--- src/rtl/cache_line_fill_pkg.sv ---
// Shared SDRAM cache definitions: default line geometry and the line-fill
// state encoding used by the cache controller and the line-fill engine.
package cache_line_fill_pkg;

  localparam int LINE_WORDS_DEF      = 4;
  localparam int LINE_WORDS_LOG2_DEF = $clog2(LINE_WORDS_DEF);

  typedef enum logic [1:0] {
    ST_IDLE  = 2'd0,
    ST_REQ   = 2'd1,
    ST_BURST = 2'd2,
    ST_DONE  = 2'd3
  } fill_state_t;

endpackage

--- src/rtl/cache_line_fill.sv ---
// Cache line fill engine: requests one SDRAM burst per missed line and writes
// the returned beats into the cache data RAM, flagging the critical word.
// Optional build macro CACHE_FILL_CWF_EN selects critical-word-first bursts;
// without it every burst starts at word 0 of the line.
module cache_line_fill
  import cache_line_fill_pkg::*;
#(
  parameter int LINE_WORDS = LINE_WORDS_DEF,
  parameter int RAM_AW     = 10,
  parameter int SD_AW      = 24
) (
  input  logic                                 clk,
  input  logic                                 rst,
  input  logic                                 fill_req,
  input  logic [RAM_AW-$clog2(LINE_WORDS)-1:0] fill_idx,
  input  logic [SD_AW-1:0]                     fill_adr,
  output logic                                 fill_ack,
  output logic                                 fill_cw_vld,
  output logic [15:0]                          fill_cw_dat,
  output logic                                 fill_done,
  output logic                                 busy,
  output logic                                 sd_req,
  output logic [SD_AW-1:0]                     sd_adr,
  input  logic                                 sd_ack,
  input  logic                                 sd_vld,
  input  logic [15:0]                          sd_dat,
  output logic                                 ram_wren,
  output logic [1:0]                           ram_byteena,
  output logic [RAM_AW-1:0]                    ram_address,
  output logic [15:0]                          ram_data
);

  localparam int OFS_W = $clog2(LINE_WORDS);
  localparam int IDX_W = RAM_AW - OFS_W;

  fill_state_t      state;
  logic [IDX_W-1:0] line_idx;
  logic [OFS_W-1:0] word_ptr;
  logic [OFS_W-1:0] beat_cnt;
  logic [SD_AW-1:0] start_adr;
  logic [OFS_W-1:0] start_ofs;
  logic             beat;
  logic             last_beat;

`ifdef CACHE_FILL_CWF_EN
  assign start_adr = fill_adr;
  assign start_ofs = fill_adr[OFS_W-1:0];
`else
  assign start_adr = fill_adr & ~SD_AW'(LINE_WORDS - 1);
  assign start_ofs = '0;
`endif

  assign beat      = ((state == ST_BURST) && sd_vld) ||
                     ((state == ST_REQ) && sd_ack && sd_vld);
  assign last_beat = (beat_cnt == OFS_W'(LINE_WORDS - 1));

  // Fill sequencing plus registered RAM write, critical-word and done pulses.
  always_ff @(posedge clk) begin
    if (rst) begin
      state       <= ST_IDLE;
      line_idx    <= '0;
      word_ptr    <= '0;
      beat_cnt    <= '0;
      fill_ack    <= 1'b0;
      fill_cw_vld <= 1'b0;
      fill_cw_dat <= '0;
      fill_done   <= 1'b0;
      busy        <= 1'b0;
      sd_req      <= 1'b0;
      sd_adr      <= '0;
      ram_wren    <= 1'b0;
      ram_byteena <= 2'b00;
      ram_address <= '0;
      ram_data    <= '0;
    end else begin
      fill_ack    <= 1'b0;
      fill_cw_vld <= 1'b0;
      fill_done   <= 1'b0;
      ram_wren    <= 1'b0;
      ram_byteena <= 2'b00;

      case (state)
        ST_IDLE: begin
          if (fill_req) begin
            state    <= ST_REQ;
            busy     <= 1'b1;
            fill_ack <= 1'b1;
            sd_req   <= 1'b1;
            sd_adr   <= start_adr;
            line_idx <= fill_idx;
            word_ptr <= start_ofs;
            beat_cnt <= '0;
          end
        end
        ST_REQ: begin
          if (sd_ack) begin
            state  <= ST_BURST;
            sd_req <= 1'b0;
          end
        end
        ST_BURST: begin
          if (beat && last_beat) begin
            state <= ST_DONE;
          end
        end
        ST_DONE: begin
          state <= ST_IDLE;
          busy  <= 1'b0;
        end
        default: begin
          state  <= ST_IDLE;
          busy   <= 1'b0;
          sd_req <= 1'b0;
        end
      endcase

      if (beat) begin
        ram_wren    <= 1'b1;
        ram_byteena <= 2'b11;
        ram_address <= {line_idx, word_ptr};
        ram_data    <= sd_dat;
        word_ptr    <= word_ptr + 1'b1;
        beat_cnt    <= beat_cnt + 1'b1;
        if (beat_cnt == '0) begin
          fill_cw_vld <= 1'b1;
          fill_cw_dat <= sd_dat;
        end
        if (last_beat) begin
          fill_done <= 1'b1;
        end
      end
    end
  end

endmodule

--- config.mk ---
export PLATFORM = sky130hd
export DESIGN_NAME = cache_line_fill
export DESIGN_NICKNAME = d
export VERILOG_FILES = /design/src/rtl/cache_line_fill_pkg.sv /design/src/rtl/cache_line_fill.sv
export SDC_FILE = /design/constraint.sdc
export NUM_CORES = 1
export LEC_CHECK = 0
export BUFFER_PORTS_ARGS = -buffer_cell sky130_fd_sc_hd__buf_4
export CAP_MARGIN = 20
export CORE_MARGIN = 2
export CORE_UTILIZATION = 30
export DETAILED_ROUTE_END_ITERATION = 10
export GPL_TIMING_DRIVEN = 0
export PLACE_DENSITY = 0.62
export SYNTH_ARGS = -nofsm -noshare
export SYNTH_HDL_FRONTEND = slang
export SYNTH_SLANG_ARGS = --single-unit
--- constraint.sdc ---
create_clock -name clk -period 4.07 [get_ports clk]
set_clock_uncertainty 0.2 [all_clocks]
set_input_delay 0.6105 -clock clk [delete_from_list [all_inputs] [get_ports clk]]
set_output_delay 0.6105 -clock clk [all_outputs]
set_load 0.05 [all_outputs]
Word level (Yosys, flattened, before mapping)
Cells that the tools add are included.
- RAM bits: 0
- input bits: 53
- word-level logic and storage cells: 62
- latch bits: 0
- output and inout port bits: 74
- memories kept: 0
- ROM bits: 0
- register bits after elaboration: 86
- reduce and logical (&&, ||, !) cells: 19
- shift-type cells: 0
- muxes and demuxes: 17
- multiply operators: 0
- div/mod/pow operators: 0
- add/sub/neg operators: 2
- equality and inequality tests: 7
- order comparisons: 0
- bitwise operators: 2
- operators by type and width (operator ; number):
    2-bit two-way mux ; 8
    2-bit one-hot mux with 4 select lines ; 1
    2-bit AND reduction ; 4
    2-bit nonzero test ; 4
    2-bit == test, second input constant ; 3
    1-bit two-way mux ; 6
    3-bit AND reduction ; 2
    2-bit by 1-bit adder with 2-bit output, second input constant ; 2
    1-bit logical AND ; 4
    2-bit zero test ; 2
    2-bit != test, second input constant ; 2
    1-bit one-hot mux with 2 select lines ; 2
    2-bit OR reduction ; 2
    2-bit by 1-bit == test with 1-bit output, second input constant ; 1
    2-bit by 1-bit != test with 1-bit output, second input constant ; 1
    1-bit NOT ; 2
    1-bit logical OR ; 1

Depth between registers and ports, before layout
Gate-level depths: netlist (run 1).
- depth after elaboration: 7
- mapped depth: 7
- mapped depth without buffers: 5

Worst setup path before layout (run 1)
OpenSTA, ideal clock, no wires.
- path kind: reg-to-reg
- start: register state[0]
- end: register ram_address[0]
- required time: 3754 ps
- path slack: 2324 ps
- arrival time: 1430 ps
- cell stages (with the launch flop): 8
- cells stage by stage: dfxtp_1 inv_1 ha_1 a21oi_1 buf_2 buf_2 nor3_1 a31o_2
- cells in the longest elaborated chain, start to end: 4
- elaborated cells on any way between the ends: 6
- classes of those cells: 2 x eq/ne; 4 x reduce/logical
- RTL lines (element ; line ; text):
    from (decl) ; cache_line_fill.sv:36 ; fill_state_t state;
    from (signal assigned) ; cache_line_fill.sv:60 ; state <= ST_IDLE;
    from (signal assigned) ; cache_line_fill.sv:85 ; state <= ST_REQ;
    from (signal assigned) ; cache_line_fill.sv:97 ; state <= ST_BURST;
    2-bit by 1-bit == test with 1-bit output ; cache_line_fill.sv:54 ; ((state == ST_REQ) && sd_ack && sd_vld);
    1-bit logical AND (2 in a row) ; cache_line_fill.sv:54 ;
    1-bit logical OR (*) ; cache_line_fill.sv:53 ; assign beat = ((state == ST_BURST) && sd_vld) ||
    to (signal assigned) ; cache_line_fill.sv:120 ; ram_address <= {line_idx, word_ptr};
    to (decl) ; cache_line_fill.sv:29 ; output logic [RAM_AW-1:0] ram_address,
Mark *: on every way between the ends. The rest lies on a longest branch, timed or not.
A chain may end at the register's enable or synchronous reset.

Worst setup path after layout (run 1)
- start: register state[0]
- end: register ram_data[8]
- cells in the longest elaborated chain, start to end: 4
- elaborated cells on any way between the ends: 6
- classes of those cells: 2 x eq/ne; 4 x reduce/logical
- RTL lines (element ; line ; text):
    2-bit by 1-bit == test with 1-bit output ; cache_line_fill.sv:54 ;
    1-bit logical AND (2 in a row) ; cache_line_fill.sv:54 ;
    1-bit logical OR (*) ; cache_line_fill.sv:53 ;
    to (signal assigned) ; cache_line_fill.sv:121 ; ram_data <= sd_dat;
    to (decl) ; cache_line_fill.sv:30 ; output logic [15:0] ram_data
Marked as above.

==> flow_metrics.tcl, run 1 <==
set metrics [dict create \
    combinational_power_share_pct 40.5 \
    unrepaired_setup_endpoints_after_global_routing "no" \
    via_count_of_the_first_global_routing_pass 2913 \
    cts_buffer_depth 2 \
    ir_drop_mv 0.2409 \
    hold_path_class "flop to flop" \
    totalNegativeSetupSlack_ns 0 \
    synthCells 372 \
    number_of_endpoints_with_negative_hold_slack_in_the_final_report 0 \
    dp.cells 635 \
    fin_worst_hold_slack_ns 0.2582 \
    ctsHoldBuffers 0 \
    start_util_pct 30.38 \
    grt_start_max_net_pins 15 \
    critical_path.n_buffers_inverters 3 \
    post_cts_resize_count 0 \
    path_delay_family "buffers and inverters" \
    pre_cts_slack_ns 1.930 \
    fp.coreArea_sq_um 10750 \
    proportion_of_layout_cells_with_a_drive_suffix_above_1_pct 34.64 \
    synth_largest_type_area_fraction_pct 51.51 \
    share_seq_of_total_power_pct 35.9 \
    final_core_util_pct 42.76 \
    power.switching_fraction_pct 40.83 \
    diodes 0 \
    relSlewSlack_pct 61.96 \
    fillCellCount 1128 \
    cts_tree "built" \
    place_congestion 0.7366 \
    dpl_cell_area_sq_um 4359 \
    outcome "complete, no violations" \
    cellPowerDensity_nw_per_um2 628.3 \
    avgSynthCellArea_sq_um 8.775 \
    avgRoutedWirePerCell_microns 13.80 \
    setup.worst_path.class "flop to flop" \
    die_height_microns 108.3 \
    timing.critical_path.arrival_ns 2.08 \
    switching_power_mw 1.179 \
    cts_buf_count 9 \
    remaining_drc_errors 0 \
    clk_latency_ns 0.34 \
    grt_first_pass_wirelength_microns 13950 \
    timing_worst_slew_pin_value_ns 0.5706 \
    finalMaxSlewViolations 0 \
    via_density 4.585 \
    drt_wl_total_microns 8981 \
    area_delta_synth_final_pct 40.74 \
    fmaxAchievable_mhz 492.9 \
    synthesis.area_sq_um 3264 \
    postRouteAntennaNets 0 \
    fin_crit_sh_pct 49.85 \
    maxCapViolCount 0 \
    fp.dieW_microns 108.3 \
    final_area_sq_um 4594 \
    grt.overflow.total 0 \
    cp-end-kind "flop" \
    ios 127 \
    synth.area.top_cells "dfxtp_1, nand2_1, a21oi_1" \
    synth.largest_area_cell "dfxtp_1" \
    crit_path_start_kind "flop" \
    critical_path.cell_chain "inv_1 > ha_1 > a21oi_1 > buf_2 > buf_2 > nor3_1 > a31o_2" \
    synth.yosys.warnings 0 \
    cts_sinks 84 \
    synth.ff_latch_count 84 \
    die-area_sq_um 11730 \
    share_of_the_yosys_chip_area_belonging_to_registers_pct 51.51 \
    fp-row-count 38 \
    max_stage_delay_ns 0.39 \
    number_of_antenna_violations_at_the_first_check_in_global_routing 0 \
    cp_common_cell "buf_2" \
    root_buffer_cell "clkbuf_8" \
    post-cts-setup-buffers 0 \
    worst_path_max_delay_cell "dfxtp_1" \
    clkSlewWorstSetupHoldPaths_ns 0.09 \
    crit_path_max_fanout 10 \
    cts.htree.levels 3 \
    dp.final_hpwl_microns 6746 \
    initialDrtViolationCount 135 \
    power.share.clock_pct 23.7 \
    layout_setup_ws_ns 2.041 \
    grt_usage_pct 15.26 \
    port_buffers 122 \
    internal_pwr_total_mw 1.708 \
    critPathRequiredTime_ns 4.12 \
    post_layout_net_count 565 \
    first_pass_detailed_route_iteration_total 4 \
    leakagePower_nw 2.043 \
    power.total_mw 2.887 \
    fin_crit_ns 2.029 \
    final-instance-count-excl-fill 651 \
    yosysUniqueCellTypes 33 \
    vias 2985 \
    setup_viol 0 \
]
## synth_stat cells
master	n
ha_1	6
nand2_2	2
nand4_1	1
o211ai_1	1
a21o_1	1
a31o_2	18
nor3_1	18
nand3_1	9
dfxtp_1	84
o41ai_1	1
clkbuf_1	10
nor2_1	5
and2_1	3
nand2b_1	19
o31ai_1	2
nor2b_1	3
and3_1	1
o21ai_0	10
mux2i_1	17
a221oi_1	1
o21bai_1	1
buf_4	4
o2111ai_1	1
nand2_1	81
inv_1	7
o21a_1	1
or4_1	1
conb_1	1
buf_1	5
buf_2	13
inv_2	1
buf_6	1
a21oi_1	43
## kinds of logic (layout without fill, tap and decap cells)
family	count (synthesis)	count (layout)	synth area share (%)
adders and majority gates	6	6	2.300
and+or+nand+nor	143	143	19.82
other	1	2	0.1149
buffers and inverters	41	179	5.903
AOI/OAI and AO/OA	80	80	15.14
DFF	84	84	51.51
muxes	17	17	5.213
## worst min-delay path, delay by kind of cell, from the launching register on
family          cells  cell delay, ns
flops               1            0.32
simple gates        1            0.05
compound gates      1            0.05
## area by class of cell
class | instances | area [sq um] | area share (%)
Sequential cell | 84 | 1682 | 36.60
Multi-Input combinational cell | 248 | 1394 | 30.34
Timing Repair Buffer | 122 | 915.9 | 19.93
Tap cell | 140 | 175.2 | 3.813
Buffer | 33 | 162.7 | 3.540
Clock buffer | 11 | 151.4 | 3.295
Clock inverter | 5 | 83.83 | 1.825
Inverter | 8 | 30.03 | 0.6536
## per-layer routing
metal | global-route usage [%] | vias up | wire [microns]
met5 | 0 | - | 0
met3 | 4.641 | 9 | 855
met4 | 4.670 | 0 | 86
li1 | - | 1518 | -
met2 | 25.97 | 117 | 4124
met1 | 18.53 | 1341 | 3915
## placed cells by master, fill, tap and decap left out, drive strengths merged, types with 10 or more instances in the layout
cell,synthesis,routed
o21ai,10,10
a31o,18,18
dfxtp,84,84
nor3,18,18
nand2b,19,19
mux2i,17,17
clkbuf,10,21
a21oi,43,43
buf,23,145
nand2,83,83
## registers in the layout, summed over array words and instances, names as in the netlist
name,cells
beat_cnt,2
fill_cw_dat,16
ram_data,16
state,2
ram_address,10
word_ptr,2
fill_done,1
busy,1
ram_byteena,1
fill_cw_vld,1
line_idx,8
sd_adr,22
sd_req,1
fill_ack,1
## power groups by stage
| stage | registers, mW | logic, mW | clock network (mW) |
|---|---|---|---|
| after floorplan | 1.42 | 0.451 | 0 |
| after global placement | 1.05 | 1.16 | 0 |
| after detailed placement | 1.05 | 1.18 | 0 |
| after CTS | 1.04 | 1.18 | 0.700 |
| after global routing | 1.05 | 1.26 | 0.735 |
| final | 1.04 | 1.17 | 0.683 |
## worst paths after layout
| check | startpoint | end | slack [ns] | cells past startpoint |
|---|---|---|---|---|
| worst max-delay path | state[0]$_SDFFE_PP0P_ | ram_data[8]$_SDFFE_PP0P_ | 2.04 | 7 |
| worst min-delay path | line_idx[4]$_SDFFE_PP0P_ | line_idx[4]$_SDFFE_PP0P_ | 0.26 | 2 |
| worst max register to register | state[0]$_SDFFE_PP0P_ | ram_data[8]$_SDFFE_PP0P_ | 2.04 | 7 |
| worst min register to register | line_idx[4]$_SDFFE_PP0P_ | line_idx[4]$_SDFFE_PP0P_ | 0.26 | 2 |
Note: power is estimated with default switching activity, not from simulation.
==> inputs of run 2 (changes only) <==
--- a/config.mk
+++ b/config.mk
@@ -5,6 +5,7 @@
 export SDC_FILE = /design/constraint.sdc
 export NUM_CORES = 1
 export LEC_CHECK = 0
+export ABC_AREA = 1
 export BUFFER_PORTS_ARGS = -buffer_cell sky130_fd_sc_hd__buf_4
 export CAP_MARGIN = 20
 export CORE_MARGIN = 2
==> constraint.sdc (replaced) <==
create_clock -name clk -period 2 [get_ports clk]
set_clock_uncertainty 0.2 [all_clocks]
set_input_delay 0.3 -clock clk [delete_from_list [all_inputs] [get_ports clk]]
set_output_delay 0.3 -clock clk [all_outputs]
set_load 0.05 [all_outputs]
==> run 2 against run 1 <==
  * Via count grew 11%
  * Clock power grew 100%
  * Synthesized cell count grew 21%
  * Power grew 140%
  * Non-clock buffer count grew 24
  * Sequential power grew 130%
  * Core utilization grew 2.8 points
  * Maximum frequency grew 13%
  * Sequential cell count is the same
  * Routed wire length grew 2.0%
  * First-iteration DRC count shrank 29%
  * Critical path type unchanged
==> flow_metrics.tcl, run 2 <==
set metrics [dict create \
    dp.final_hpwl_microns 6699 \
    port_buffers 121 \
    synth.ff_latch_count 84 \
    fillCellCount 1097 \
    setup.worst_path.class "flop to flop" \
    unrepaired_setup_endpoints_after_global_routing "no" \
    post_layout_net_count 673 \
    area.sequential_sq_um 1682 \
    clk_latency_ns 0.35 \
    hold_path_class "input pin to flop" \
    leakagePower_nw 2.471 \
    postRouteAntennaNets 0 \
    synthesis.area_sq_um 3293 \
    clkSlewWorstSetupHoldPaths_ns 0.08 \
    path_delay_family "simple AND/OR/NAND/NOR gates" \
    first_pass_detailed_route_iteration_total 4 \
    pre_cts_slack_ns 0.09886 \
    finalMaxSlewViolations 0 \
    start_util_pct 30.51 \
    cts_buf_count 9 \
    grt_usage_pct 15.83 \
    post_synthesis_async_set_or_reset_flop_share_pct 0 \
    cts_sinks 84 \
    mostFrequentLayoutCells "buf_4, nor2_1, dfxtp_1" \
    setup_viol 0 \
    dominantRegCellSynth "dfxtp_1" \
    grt.overflow.total 0 \
    drt_wl_total_microns 9162 \
    fin_crit_sh_pct 89.88 \
    critical_path.n_buffers_inverters 3 \
    ir_drop_mv 0.6435 \
    root_buffer_cell "clkbuf_8" \
    timing.critical_path.arrival_ns 1.84 \
    largest-register "sd_adr" \
    fmaxAchievable_mhz 556.3 \
    fin_crit_ns 1.798 \
    area_used_by_multi_input_combinational_logic_sq_um 1264 \
    max_stage_delay_ns 0.36 \
    vias 3311 \
    fp.coreArea_sq_um 10790 \
    number_of_antenna_violations_at_the_first_check_in_global_routing 0 \
    avgRoutedWirePerCell_microns 12.10 \
    leading_cell_type_in_the_layout_fill_and_taps_excluded "buf_4" \
    crit_path_start_kind "flop" \
    fp.dieW_microns 108.8 \
    via_density 4.374 \
    cts_tree "built" \
    cts.htree.levels 3 \
    critical_path.cell_chain "inv_1 > ha_1 > nand2_1 > inv_1 > buf_2 > nor2_1 > nor2_1" \
    avgSynthCellArea_sq_um 7.302 \
    via_count_of_the_first_global_routing_pass 3234 \
    synth.yosys.warnings 0 \
    synth-edff-count 0 \
    synth_largest_type_area_fraction_pct 51.06 \
    synth.cells.most_frequent "nor2_1, dfxtp_1, nand2_1" \
    die_height_microns 108.8 \
    largest_regs "sd_adr x22, fill_cw_dat x16, ram_data x16" \
    remaining_drc_errors 0 \
    area_delta_synth_final_pct 49.20 \
    number_of_endpoints_with_negative_hold_slack_in_the_final_report 0 \
    cellPowerDensity_nw_per_um2 1419 \
    critPathRequiredTime_ns 2.04 \
    most_instantiated_library_cell_after_synthesis "nor2_1" \
    synthCells 451 \
    cp-end-kind "flop" \
    worst_path_max_delay_cell "dfxtp_1" \
    maxCapViolCount 0 \
    place_congestion 0.7951 \
    share_of_the_yosys_chip_area_belonging_to_registers_pct 51.06 \
    die-area_sq_um 11830 \
    grt_first_pass_wirelength_microns 14750 \
    proportion_of_layout_cells_with_a_drive_suffix_above_1_pct 25.93 \
    crit_path_max_fanout 10 \
    ios 127 \
    synth.area.top_cells "dfxtp_1, nor2_1, o21ai_0" \
    diodes 0 \
    yosysUniqueCellTypes 16 \
    totalNegativeSetupSlack_ns 0 \
    initialDrtViolationCount 96 \
    layout_setup_ws_ns 0.2024 \
    synth.largest_area_cell "dfxtp_1" \
    outcome "complete, no violations" \
    fp-row-count 38 \
    grt_start_max_net_pins 14 \
    power.total_mw 6.973 \
    largest_register_ff_count 22 \
    cts_buffer_depth 2 \
]
==> run 2: cell count changes in the layout (fill, tap and decap cells not counted), moves of 24 or more <==
cell	previous run	this run
nor2_1	5	127
inv_1	7	55
o21ai_0	10	51
a21oi_1	43	7
dlygate4sd3_1	0	30
nand2_1	81	57
==> run 2: worst paths after layout <==
check / from / end / slack (ns) / cells past startpoint
worst max-delay path: state[0]$_SDFFE_PP0P_ / sd_adr[15]$_SDFFE_PP0P_ / 0.20 / 7
worst min-delay path: fill_idx[4] / line_idx[4]$_SDFFE_PP0P_ / 0.02 / 3
worst max register to register: state[0]$_SDFFE_PP0P_ / sd_adr[15]$_SDFFE_PP0P_ / 0.20 / 7
worst min register to register: sd_req$_SDFFE_PP0P_ / sd_req$_SDFFE_PP0P_ / 0.27 / 2
==> run 2: final cells by class <==
| cell class | count | share of cell area (%) |
|---|---|---|
| tap | 140 | 3.565 |
| multi-input combinational | 285 | 25.72 |
| clock buffer | 9 | 2.521 |
| inverter | 55 | 4.202 |
| sequential | 84 | 34.22 |
| timing repair buffer | 151 | 24.60 |
| buffer | 28 | 3.081 |
| clock inverter | 5 | 2.088 |
==> run 2: kinds of logic (layout without fill, tap and decap cells) <==
logic type | Yosys count | count (layout) | share of synthesized area, %
other cells | 1 | 2 | 0.1139
simple gates | 214 | 214 | 26.22
compound gates | 63 | 63 | 9.574
buf+inv | 83 | 248 | 10.75
fa+ha+maj | 6 | 6 | 2.280
flops | 84 | 84 | 51.06
==> run 2: metal layers <==
metal / vias up / share of wire (%) / wire, microns / track usage [%]
met5: - / 0 / 0 / 0
met3: 10 / 8.0 / 731 / 5.081
met2: 111 / 48 / 4352 / 28.04
met1: 1481 / 43 / 3967 / 18.22
met4: 0 / 1.2 / 110 / 4.579
li1: 1709 / - / - / -
==> run 2: timing repair <==
action,CTS,global route
buffers inserted,0,0
resized for setup,0,7
endpoints found under the setup margin,0,29
endpoints found under the hold margin,31,0
hold buffers,30,0
==> run 2: per-stage QoR <==
stage / util, % / hold WS, ns / std cells / cell area (sq um)
CTS: 45.47 / 0.0001902 / 757 / 4907
global placement: 40.59 / 0.2586 / 713 / 4380
floorplan: - / 0.2349 / 452 / 3297
detailed placement: 40.59 / 0.2631 / 713 / 4380
finish: 45.53 / 0.01639 / 757 / 4913
global route: 45.53 / 0.0009720 / 757 / 4913
==> run 2: worst reg2reg max path, cell delays in order (launching register included) <==
cell and delay, ns:
dfxtp_1 0.36, inv_1 0.09, ha_1 0.24, nand2_1 0.28, inv_1 0.15, buf_2 0.21, nor2_1 0.12, nor2_1 0.06
==> run 2: report_power, final <==
part / internal, mW / switching (mW)
Sequential: 2.11 / 0.250
Clock: 0.814 / 0.590
Combinational: 0.972 / 2.24
